## src/rtl/uart_cmd_parser.sv

```systemverilog
// UART command parser: collects 0x5A-framed read/write commands from a byte stream,
// performs the SRAM accesses they describe and returns a status or read-data bytes.
module uart_cmd_parser #(
  parameter int TIMEOUT_CYC = 50000,
  parameter int MAX_LEN     = 16
) (
  input  logic        i_clk_sys,
  input  logic        i_rst_n,
  input  logic [7:0]  i_uart_data,
  input  logic        i_uart_valid,
  output logic [7:0]  o_uart_data,
  output logic        o_uart_valid,
  input  logic        i_uart_tx_ready,
  output logic        o_mem_req,
  output logic        o_mem_we,
  output logic [15:0] o_mem_addr,
  output logic [7:0]  o_mem_wdata,
  input  logic        i_mem_ack,
  input  logic [7:0]  i_mem_rdata,
  output logic        o_busy,
  output logic [3:0]  o_dbg_state
);

  // Handshakes: a response byte transfers on a cycle with o_uart_valid && i_uart_tx_ready;
  // o_uart_valid/o_uart_data stay stable until then. o_mem_req and its address/data stay
  // stable until the one-cycle i_mem_ack. i_uart_valid is a one-cycle strobe, no backpressure.

  typedef enum logic [3:0] {
    S_IDLE   = 4'd0,
    S_CMD    = 4'd1,
    S_ADDR_H = 4'd2,
    S_ADDR_L = 4'd3,
    S_LEN    = 4'd4,
    S_DATA   = 4'd5,
    S_CSUM   = 4'd6,
    S_MEM_WR = 4'd7,
    S_MEM_RD = 4'd8,
    S_RESP   = 4'd9
  } state_t;

  localparam int              GW        = $clog2(TIMEOUT_CYC + 1);
  localparam int              IW        = (MAX_LEN > 1) ? $clog2(MAX_LEN) : 1;
  localparam logic [GW-1:0]   GAP_LAST  = GW'(TIMEOUT_CYC - 1);
  localparam logic [7:0]      MAX_LEN_B = 8'(MAX_LEN);
  localparam logic [7:0]      SOF       = 8'h5A;
  localparam logic [7:0]      CMD_WR    = 8'h01;
  localparam logic [7:0]      CMD_RD    = 8'h02;
  localparam logic [7:0]      RSP_OK    = 8'hA5;
  localparam logic [7:0]      RSP_ERR   = 8'hEE;

  state_t        r_state;
  logic [7:0]    r_cmd;
  logic [15:0]   r_addr;
  logic [7:0]    r_len;
  logic [7:0]    r_csum;
  logic [7:0]    r_idx;
  logic [GW-1:0] r_gap;
  logic [7:0]    r_buf [0:MAX_LEN-1];

  logic [7:0]    r_uart_data;
  logic          r_uart_valid;
  logic          r_mem_req;
  logic          r_mem_we;
  logic [15:0]   r_mem_addr;
  logic [7:0]    r_mem_wdata;

  logic          w_in_frame;
  logic          w_frame_ok;
  logic          w_tx_acc;
  logic          w_buf_we;
  logic [7:0]    w_idx_nxt;

  assign w_in_frame = (r_state inside {S_CMD, S_ADDR_H, S_ADDR_L, S_LEN, S_DATA, S_CSUM});
  assign w_tx_acc   = r_uart_valid && i_uart_tx_ready;
  assign w_idx_nxt  = r_idx + 8'd1;
  // Evaluated while the CSUM byte is on i_uart_data: checksum, command and length all legal.
  assign w_frame_ok = (i_uart_data == r_csum) &&
                      ((r_cmd == CMD_WR) || (r_cmd == CMD_RD)) &&
                      (r_len != 8'd0) && (r_len <= MAX_LEN_B);
  // Over-length payloads are still consumed for the checksum but never stored.
  assign w_buf_we   = (r_state == S_DATA) && i_uart_valid && (r_idx < MAX_LEN_B);

  always_ff @(posedge i_clk_sys) begin
    if (w_buf_we) begin
      r_buf[r_idx[IW-1:0]] <= i_uart_data;
    end
  end

  always_ff @(posedge i_clk_sys or negedge i_rst_n) begin
    if (!i_rst_n) begin
      r_state      <= S_IDLE;
      r_cmd        <= '0;
      r_addr       <= '0;
      r_len        <= '0;
      r_csum       <= '0;
      r_idx        <= '0;
      r_gap        <= '0;
      r_uart_data  <= '0;
      r_uart_valid <= 1'b0;
      r_mem_req    <= 1'b0;
      r_mem_we     <= 1'b0;
      r_mem_addr   <= '0;
      r_mem_wdata  <= '0;
    end else begin
      if (w_in_frame && !i_uart_valid) begin
        if (r_gap == GAP_LAST) begin
          r_state <= S_IDLE;
          r_gap   <= '0;
        end else begin
          r_gap <= r_gap + GW'(1);
        end
      end else begin
        r_gap <= '0;
      end

      case (r_state)
        S_IDLE: begin
          if (i_uart_valid && (i_uart_data == SOF)) r_state <= S_CMD;
        end
        S_CMD: begin
          if (i_uart_valid) begin
            r_cmd   <= i_uart_data;
            r_csum  <= i_uart_data;
            r_state <= S_ADDR_H;
          end
        end
        S_ADDR_H: begin
          if (i_uart_valid) begin
            r_addr[15:8] <= i_uart_data;
            r_csum       <= r_csum ^ i_uart_data;
            r_state      <= S_ADDR_L;
          end
        end
        S_ADDR_L: begin
          if (i_uart_valid) begin
            r_addr[7:0] <= i_uart_data;
            r_csum      <= r_csum ^ i_uart_data;
            r_state     <= S_LEN;
          end
        end
        S_LEN: begin
          if (i_uart_valid) begin
            r_len  <= i_uart_data;
            r_csum <= r_csum ^ i_uart_data;
            r_idx  <= '0;
            // Only a write with a non-zero length carries payload bytes.
            r_state <= ((r_cmd == CMD_WR) && (i_uart_data != 8'd0)) ? S_DATA : S_CSUM;
          end
        end
        S_DATA: begin
          if (i_uart_valid) begin
            r_csum <= r_csum ^ i_uart_data;
            r_idx  <= w_idx_nxt;
            if (w_idx_nxt == r_len) r_state <= S_CSUM;
          end
        end
        S_CSUM: begin
          if (i_uart_valid) begin
            r_idx <= '0;
            if (!w_frame_ok) begin
              r_uart_data  <= RSP_ERR;
              r_uart_valid <= 1'b1;
              r_state      <= S_RESP;
            end else if (r_cmd == CMD_WR) begin
              r_mem_req   <= 1'b1;
              r_mem_we    <= 1'b1;
              r_mem_addr  <= r_addr;
              r_mem_wdata <= r_buf[0];
              r_state     <= S_MEM_WR;
            end else begin
              r_mem_req  <= 1'b1;
              r_mem_we   <= 1'b0;
              r_mem_addr <= r_addr;
              r_state    <= S_MEM_RD;
            end
          end
        end
        S_MEM_WR: begin
          if (r_mem_req && i_mem_ack) begin
            r_idx <= w_idx_nxt;
            if (w_idx_nxt == r_len) begin
              r_mem_req    <= 1'b0;
              r_mem_we     <= 1'b0;
              r_uart_data  <= RSP_OK;
              r_uart_valid <= 1'b1;
              r_state      <= S_RESP;
            end else begin
              r_mem_addr  <= r_mem_addr + 16'd1;
              r_mem_wdata <= r_buf[w_idx_nxt[IW-1:0]];
            end
          end
        end
        S_MEM_RD: begin
          // Alternates between one outstanding read and one pending response byte.
          if (r_mem_req && i_mem_ack) begin
            r_mem_req    <= 1'b0;
            r_uart_data  <= i_mem_rdata;
            r_uart_valid <= 1'b1;
            r_idx        <= w_idx_nxt;
          end else if (w_tx_acc) begin
            r_uart_valid <= 1'b0;
            if (r_idx == r_len) begin
              r_state <= S_IDLE;
            end else begin
              r_mem_req  <= 1'b1;
              r_mem_addr <= r_mem_addr + 16'd1;
            end
          end
        end
        S_RESP: begin
          if (w_tx_acc) begin
            r_uart_valid <= 1'b0;
            r_state      <= S_IDLE;
          end
        end
        default: r_state <= S_IDLE;
      endcase
    end
  end

  assign o_uart_data  = r_uart_data;
  assign o_uart_valid = r_uart_valid;
  assign o_mem_req    = r_mem_req;
  assign o_mem_we     = r_mem_we;
  assign o_mem_addr   = r_mem_addr;
  assign o_mem_wdata  = r_mem_wdata;
  assign o_busy       = (r_state != S_IDLE);
  assign o_dbg_state  = r_state;

endmodule

```

## config.mk

```make
export PLATFORM = sky130hd
export DESIGN_NAME = uart_cmd_parser
export DESIGN_NICKNAME = d
export VERILOG_FILES = /design/src/rtl/uart_cmd_parser.sv
export SDC_FILE = /design/constraint.sdc
export NUM_CORES = 1
export LEC_CHECK = 0
export ABC_AREA = 0
export CAP_MARGIN = 20
export CORE_MARGIN = 5
export CORE_UTILIZATION = 50
export DETAILED_ROUTE_END_ITERATION = 10
export PLACE_DENSITY = 0.7
export SLEW_MARGIN = 20
export SYNTH_ARGS = -nofsm -noshare
export SYNTH_HDL_FRONTEND = slang
export SYNTH_SLANG_ARGS = --single-unit
export TNS_END_PERCENT = 1
```

## constraint.sdc

```tcl
create_clock -name i_clk_sys -period 3.3 [get_ports i_clk_sys]
set_input_delay 0.495 -clock i_clk_sys [delete_from_list [all_inputs] [get_ports i_clk_sys]]
set_output_delay 0.495 -clock i_clk_sys [all_outputs]
set_load 0.1 [all_outputs]
```

; After elaboration in Yosys (flattened, before gate mapping)
; Memory sizes are Yosys's and may differ from the RTL's.
; Cells that the tools add are included.
[classes]
n_addsub = 3
n_mul = 0
n_div = 0
order_cmp = 2
eq_ne = 34
shifts = 0
n_mux = 70
bitwise_logic = 1
reduce_logical = 37
[op_table]
columns = operator, count
row1 = two-way mux 16 bit, 9
row2 = two-way mux 8 bit, 15
row3 = two-way mux 4 bit, 18
row4 = case mux 16 bit (3 select lines), 1
row5 = case mux 8 bit (3 select lines), 2
row6 = case mux 4 bit (10 select lines), 1
row7 = "adder 16 x 1 -> 16 bit, second input constant", 2
row8 = case mux 8 bit (2 select lines), 2
row9 = equality test 8 bit, 3
row10 = "!= test 2 bit, second input constant", 12
row11 = two-way mux 1 bit, 18
row12 = "equality test 16 bit, second input constant", 1
row13 = "equality test 4 x 3 -> 1 bit, second input constant", 4
row14 = nonzero test 8 bit, 2
row15 = AND reduction 6 bit, 2
row16 = logical AND 1 bit, 10
row17 = AND reduction 5 bit, 2
row18 = "adder 8 x 1 -> 8 bit, second input constant", 1
row19 = "equality test 4 x 2 -> 1 bit, second input constant", 2
row20 = "equality test 4 bit, second input constant", 2
row21 = "equality test 8 x 1 -> 1 bit, second input constant", 1
row22 = "equality test 8 x 2 -> 1 bit, second input constant", 1
row23 = "equality test 8 x 7 -> 1 bit, second input constant", 1
row24 = "<= comparator 8 x 5 -> 1 bit, second input constant", 1
row25 = other kinds (23), 34
[totals]
reg_bits = 103
latch_bits = 0
ramBits = 128
romBits = 0
out_inout_bits = 40
wordCells = 162
mem_count = 1
[memory_table]
columns = name, words, word_bits, rd, rd_ports_with_merged_regs, wr, line_no
row1 = r_buf, 16, 8, 2, 0, 1, 58  ; logic [7:0] r_buf [0:MAX_LEN-1];

; Longest topological paths before layout
; Gate-level depths: netlist (run 1).
[depth]
ltp_word = 8
ltp_mapped = 13

; Least setup slack after synthesis (run 1)
; OpenSTA, ideal clock, no wires.
[synth_path]
path_type = register -> register
start = register r_idx[0]
end = register r_state[0] (netlist: o_dbg_state[0])
setup_ps = 126
t_arrival_ps = 2912
required_time_ps = 3174
path_slack_ps = 262
stages_incl_launch_ff = 13
n_path_buf = 3
synth_period_minus_slack_ps = 3038
path_cell_list = dfrtp_1 buf_2 buf_1 inv_1 ha_1 clkbuf_1 xor2_1 nor2_1 o211ai_1 nor3_4 nand2_1 a31o_1 a311o_1
[synth_via]
elab_chain_len = 5
[synth_lines]
columns = element, line_no
row1 = start: declaration, 56  ; logic [7:0] r_idx;
row2 = start signal: assignment, 153  ; r_idx <= w_idx_nxt;
row3 = start signal: assignment, 180  ; r_idx <= w_idx_nxt;
row4 = start signal: assignment, 199  ; r_idx <= w_idx_nxt;
row5 = adder 8 x 1 -> 8 bit / equality test 8 bit (equally long branches), "75, 202"
row6 = equality test 8 bit / two-way mux 4 bit (equally long branches), "154, 181, 202"
row7 = two-way mux 4 bit (on tied branches), "181, 154, 200"
row8 = two-way mux 4 bit (on tied branches), "179, 151, 195"
row9 = case mux 4 bit (10 select lines) (*), 116  ; case (r_state)
row10 = end signal: assignment, 147  ; r_state <= ((r_cmd == CMD_WR) && (i_uart_data != 8'd0)) ? S_DATA : S_CSUM;
row11 = end: declaration, 51  ; state_t r_state;
; Mark *: on every way between the ends. The rest lies on a longest branch, timed or not.
; A chain may end at the register's enable or synchronous reset.

; Worst setup path after layout (run 1)
[layout_path]
start = register r_idx[1]
end = register r_mem_wdata[4] (netlist: o_mem_wdata[4])
[layout_via]
elab_chain_len = 5
[layout_lines]
columns = element, line_no
row1 = adder 8 x 1 -> 8 bit (*), 75  ; assign w_idx_nxt = r_idx + 8'd1;
row2 = memory read (16 x 8 bit), -
row3 = two-way mux 8 bit, 181  ; if (w_idx_nxt == r_len) begin
row4 = two-way mux 8 bit, 179  ; if (r_mem_req && i_mem_ack) begin
row5 = case mux 8 bit (2 select lines), 116
row6 = end signal: assignment, 168  ; r_mem_wdata <= r_buf[0];
row7 = end signal: assignment, 189  ; r_mem_wdata <= r_buf[w_idx_nxt[IW-1:0]];
row8 = end: declaration, 65  ; logic [7:0] r_mem_wdata;
; Mark *: on every way between the ends. The rest lies on a longest branch, timed or not. The select of a mux whose other input is x is not followed.

==> flow_summary.yaml, run 1 <==
cells_and_area:
  fin_nets: 959
  drive_above_1_share_pct: 18.63
  layout_common_cells: "edfxtp_1, dfrtp_1, nand2_1, a21oi_1, buf_4"
  insertedDiodeCount: 0
  final_util_pct: 59.27
  mostFrequentLayoutCell: "edfxtp_1"
  syn_to_final_growth_pct: 16.61
  stdcell_area_um2: 12500
power_and_ir_drop:
  p_int_mw: 6.689
  leakage_nw: 4.621
  combPwrFrac_pct: 41.8
  vdd_ir_drop_max_mv: 0.8263
  seq_power_share_pct: 35.2
  p_sw_mw: 4.662
  power_density_nw_per_um2: 908.2
  power_frac_clock_pct: 23.0
  p_sw_share_pct: 41.07
setup_path:
  crit_family: "compound AO/OA/AOI/OAI gates"
  reg2reg_depth: 7
  cp.required_ns: 3.66
  cp_cell_sequence: "ha_1, xnor2_1, a221oi_1, a21oi_1, nor3_1, o32a_1, o21ai_0"
  cp.depth: 7
  critPathCaptureType: "flip-flop"
  worstPathArrival_ns: 3.17
  crit_buf_inv: 0
  slowest_stage: "o32a_1"
  cp_max_fo: 16
  criticalPathCategory: "flip-flop to flip-flop"
  cpPeakStageDelay_ns: 0.57
  worstSetupStartpointType: "flip-flop"
detailed_routing:
  drc: 0
  drtIter0Drc: 491
  routedWlPerCell_um: 19.72
  viasPerCell: 5.747
  firstDrtPassIters: 5
  vias: 7040
  drt_wl_total_mm: 24.15
  drtAntennaViolNets: 0
place:
  dp_hpwl_mm: 16.12
  pre_cts_slack_ns: 0.3596
  portBuffers: 60
  place_area_um2: 11730
  gp_congestion: 0.8741
floorplan:
  std_cell_rows: 53
  die_x_um: 156.4
  dieArea_um2: 24460
  initial_core_util_pct: 50.82
  dieHeight_um: 156.4
  ios: 61
  core_um2: 21090
global_routing:
  grt_start_max_net_pins: 78
  antenna_found_initial: 0
  grt_overflow: 0
  grt_first_pass_wirelength_mm: 38.16
  grt_pass1_vias: 6950
  grt_usage_pct: 19.84
clock_network:
  cts_tree: "built"
  clock_latency_ns: 0.53
  cts_setup_buffers: 0
  cts_root_buffer: "clkbuf_16"
  clkTransAtPathRegs_ns: 0.06
  cts_buffers: 25
  cts_resized: 0
  ctsHtreeMaxLevel: 1
  cts_buffer_depth: 3
  cts.sinks: 231
  hold_buffers: 0
yosys:
  synth_area_um2: 10720
  synth-edff-count: 128
  yosys_warnings: 0
  syn_nets: 875
  synth_cells: 848
  synth_top_area_share_pct: 35.86
  async_flop_share_pct: 44.59
  syn_avg_cell_area_um2: 12.64
  netlist-cell-type-count: 66
  synthFlopType: "edfxtp_1"
  yosys.area.top_type: "edfxtp_1"
  ys_seq_area_share_pct: 59.91
  netlist_top_cells_area: "edfxtp_1, dfrtp_1, mux4_2"
  ys_ff_latch: 231
job:
  maxCapViolations: 0
worst_hold_path:
  worstHoldPathType: "input port to async pin"
sta:
  period_minus_slack_ns: 2.814
  rsz0062_at_grt: "false"
  setup_violations: 0
  fmax_mhz: 355.4
  period_share_pct: 85.26
  hold_violations: 0
  finClkSkew_ns: 0.01609
  max_slew.worst_pin.slew_ns: 0.9847
  fin_ws_ns: 0.4864
  setup_tns_ns: 0
  slew_viol_final: 0
  timing.hold.ws_ns: 0.01622
  slew_headroom_pct: 34.15
run_status:
  status: "finished, final reports clean"
-- registers in the layout, indices dropped and copies added, names as in the netlist --
register,cells
o_uart_valid,1
o_mem_we,1
o_mem_wdata,8
r_len,8
o_mem_req,1
r_gap,16
o_dbg_state,4
r_buf,128
o_mem_addr,16
r_addr,16
r_csum,8
o_uart_data,8
r_cmd,8
r_idx,8
-- cells by family (layout without fill, tap and decap cells) --
group / Yosys count / after routing / share of synthesized area (%)
adders and majority gates: 6 / 6 / 0.7004
muxes: 78 / 78 / 11.39
buffers and inverters: 64 / 166 / 3.000
DFF: 231 / 231 / 59.91
xor gates and xnor gates: 39 / 39 / 3.187
AOI/OAI and AO/OA: 177 / 177 / 10.00
and+or+nand+nor: 253 / 253 / 11.80
-- synthesized netlist by cell type, types with 12 or more instances --
| cell | count |
|---|---|
| dfrtp_1 | 103 |
| edfxtp_1 | 128 |
| xnor2_1 | 22 |
| xor2_1 | 17 |
| mux2i_1 | 14 |
| buf_2 | 12 |
| nor3_1 | 18 |
| nor2_1 | 62 |
| o21ai_0 | 39 |
| mux4_2 | 32 |
| nand2_1 | 81 |
| clkbuf_1 | 30 |
| nand3_1 | 22 |
| mux2_2 | 32 |
| a21oi_1 | 74 |
| a22oi_1 | 20 |
-- worst register-to-register path, delay by kind of cell, from the launching register on --
kind,cells,cell delay (ns)
AOI/OAI and AO/OA,4,1.20
adders and majority gates,1,0.44
and+or+nand+nor,1,0.32
DFF,1,0.51
xor gates and xnor gates,1,0.19
-- power groups by stage --
stage	Clock (mW)	Sequential [mW]	Combinational [mW]
6_report	2.61	3.99	4.74
4_1_cts	2.66	3.99	4.77
5_1_grt	2.80	4.07	5.07
3_3_place_gp	0	4.04	4.69
3_5_place_dp	0	4.04	4.76
2_1_floorplan	0	5.24	2.39
-- area by class of cell --
type,count,area [um^2]
clock buffer,35,683.2
clock inverter,10,82.58
fill,1698,8589
inverter,11,41.29
multi-input combinational,553,3983
sequential,231,6422
tap,275,344.1
timing repair buffer,110,942.2
-- final timing paths --
path / start / endpoint / slack, ns
worst max register to register: r_idx[1] / o_mem_wdata[4] / 0.49
min in group i_clk_sys: r_gap[0] / r_gap[0] / 0.45
worst max-delay path: r_idx[1] / o_mem_wdata[4] / 0.49
worst min register to register: r_gap[0] / r_gap[0] / 0.45
max in group asynchronous: i_rst_n / o_uart_data[4] / 2.57
worst min-delay path: i_rst_n / o_mem_wdata[6] / 0.02
-- metrics by stage --
stage	total power, mW	cells
floorplan	7.627	848
global placement	8.729	1180
detailed placement	8.804	1180
CTS	11.42	1225
global route	11.94	1225
finish	11.35	1225
-- routing by layer --
metal,global-route usage (%),part of all wire [%],up-vias
li1,-,-,3345
met1,27.46,43,3481
met2,32.81,50,179
met3,2.904,4.6,35
met4,6.074,2.9,0
met5,0,0,-
(Power assumes the default switching activity.)
==> run 2, diff against run 1 <==
--- a/config.mk
+++ b/config.mk
@@ -10,6 +10,7 @@
 export CORE_MARGIN = 5
 export CORE_UTILIZATION = 50
 export DETAILED_ROUTE_END_ITERATION = 10
+export MAX_ROUTING_LAYER = met4
 export PLACE_DENSITY = 0.7
 export SLEW_MARGIN = 20
 export SYNTH_ARGS = -nofsm -noshare
==> flow_summary.yaml, run 2 (synthesis gave the netlist of run 1 again) <==
clock_network:
  cts_tree: "built"
  cts.sinks: 231
  cts_setup_buffers: 0
  clock_latency_ns: 0.53
  clkTransAtPathRegs_ns: 0.06
  cts_buffer_depth: 3
  cts_resized: 0
  ctsHtreeMaxLevel: 1
  hold_buffers: 0
  cts_buffers: 25
  cts_root_buffer: "clkbuf_16"
sta:
  rsz0062_at_grt: "false"
  period_minus_slack_ns: 2.830
  setup_tns_ns: 0
  finClkSkew_ns: 0.01663
  hold_violations: 5
  max_slew.worst_pin.slew_ns: 0.9847
  period_share_pct: 85.74
  fin_ws_ns: 0.4704
  slew_viol_final: 0
  timing.hold.ws_ns: -0.01164
  fmax_mhz: 353.4
  setup_violations: 0
  slew_headroom_pct: 34.15
detailed_routing:
  drt_wl_total_mm: 24.16
  viasPerCell: 5.765
  drtAntennaViolNets: 0
  drtIter0Drc: 482
  vias: 7062
  drc: 0
  firstDrtPassIters: 5
  routedWlPerCell_um: 19.72
setup_path:
  slowest_stage: "dfrtp_1"
  worstPathArrival_ns: 3.28
  crit_start: "r_idx[2]"
  timing.critical_path.mode_cell: "a21oi_1"
  cp_max_fo: 17
  cpPeakStageDelay_ns: 0.73
  cp.required_ns: 3.75
  worstSetupStartpointType: "flip-flop"
  regToRegStartpoint: "r_idx[2]"
  critPathCaptureType: "flip-flop"
  cp_cell_sequence: "nand3_2, or2_2, a311oi_2, nor3_4, a211oi_4, buf_4, a21oi_1, a21oi_1"
  criticalPathCategory: "flip-flop to flip-flop"
cells_and_area:
  layout_common_cells: "edfxtp_1, dfrtp_1, nand2_1, a21oi_1, buf_4"
  insertedDiodeCount: 0
  regArea_um2: 6422
  multi_input_area_um2: 3983
  syn_to_final_growth_pct: 16.61
  fin_nets: 959
  nFillCells: 1698
  largest_register_ff_count: 128
  mostFrequentLayoutCell: "edfxtp_1"
  drive_above_1_share_pct: 18.63
floorplan:
  dieHeight_um: 156.4
  ios: 61
  core_um2: 21090
  dieArea_um2: 24460
  die_x_um: 156.4
  std_cell_rows: 53
  initial_core_util_pct: 50.82
job:
  maxCapViolations: 0
global_routing:
  antenna_found_initial: 0
  grt_usage_pct: 20.44
  grt_overflow: 0
  grt_first_pass_wirelength_mm: 38.13
  grt_pass1_vias: 6967
  grt_start_max_net_pins: 78
place:
  gp_congestion: 0.8920
  dp_hpwl_mm: 16.12
  pre_cts_slack_ns: 0.3596
  portBuffers: 60
worst_hold_path:
  worstHoldPathType: "input port to async pin"
power_and_ir_drop:
  leakage_nw: 4.621
  vdd_ir_drop_max_mv: 0.8260
  power_density_nw_per_um2: 908.6
run_status:
  status: "finished, violations left"
  violations: "negative hold slack"
run 2: where the power goes:
| part | leakage (nW) | internal [mW] | total, mW | switching (mW) |
|---|---|---|---|---|
| combinational | 1.82 | 1.64 | 4.74 | 3.10 |
| clock | 0.371 | 1.52 | 2.62 | 1.09 |
| sequential | 2.43 | 3.52 | 4.00 | 0.471 |
| total | 4.62 | 6.69 | 11.4 | 4.67 |
run 2: area by class of cell:
cell class | instances | area share (%)
Inverter | 11 | 0.3304
Multi-Input combinational cell | 553 | 31.87
Sequential cell | 231 | 51.39
Timing Repair Buffer | 110 | 7.538
Clock buffer | 35 | 5.466
Tap cell | 275 | 2.753
Clock inverter | 10 | 0.6607
run 2: worst paths after layout:
path                                        to  slack [ns]  cells after the start
min in group i_clk_sys                r_gap[0]        0.45                      1
worst max-delay path             o_mem_addr[5]        0.47                      8
worst min-delay path            o_mem_wdata[6]       -0.01                      1
worst max register to register   o_mem_addr[5]        0.47                      8
max in group asynchronous       o_uart_data[4]        2.57                      2
worst min register to register        r_gap[0]        0.45                      1
run 2: stage by stage:
stage | cells | hold WS, ns | util [%] | power [mW] | area, um^2
after floorplan | 848 | 0.1994 | - | 7.627 | 10720
after global placement | 1180 | 0.4435 | 55.62 | 8.729 | 11730
after detailed placement | 1180 | 0.4432 | 55.62 | 8.804 | 11730
after CTS | 1225 | 0.1781 | 59.25 | 11.42 | 12490
after global routing | 1225 | 0.04356 | 59.27 | 11.94 | 12500
final | 1225 | -0.01164 | 59.27 | 11.36 | 12500
run 2: metal layers:
layer	global-route usage, %	vias to the layer above	share of wire, %
met5	-	-	0
met4	6.074	0	2.9
met3	2.848	35	5.1
met2	32.89	183	50
met1	27.39	3502	42
li1	-	3342	-
run 2: worst max-delay path, delay by kind of cell, from the launching register on:
family | cells | cell delay (ns)
flip-flops | 1 | 0.73
AND/OR/NAND/NOR | 3 | 0.69
buffers and inverters | 1 | 0.27
AO/OA/AOI/OAI | 4 | 1.08
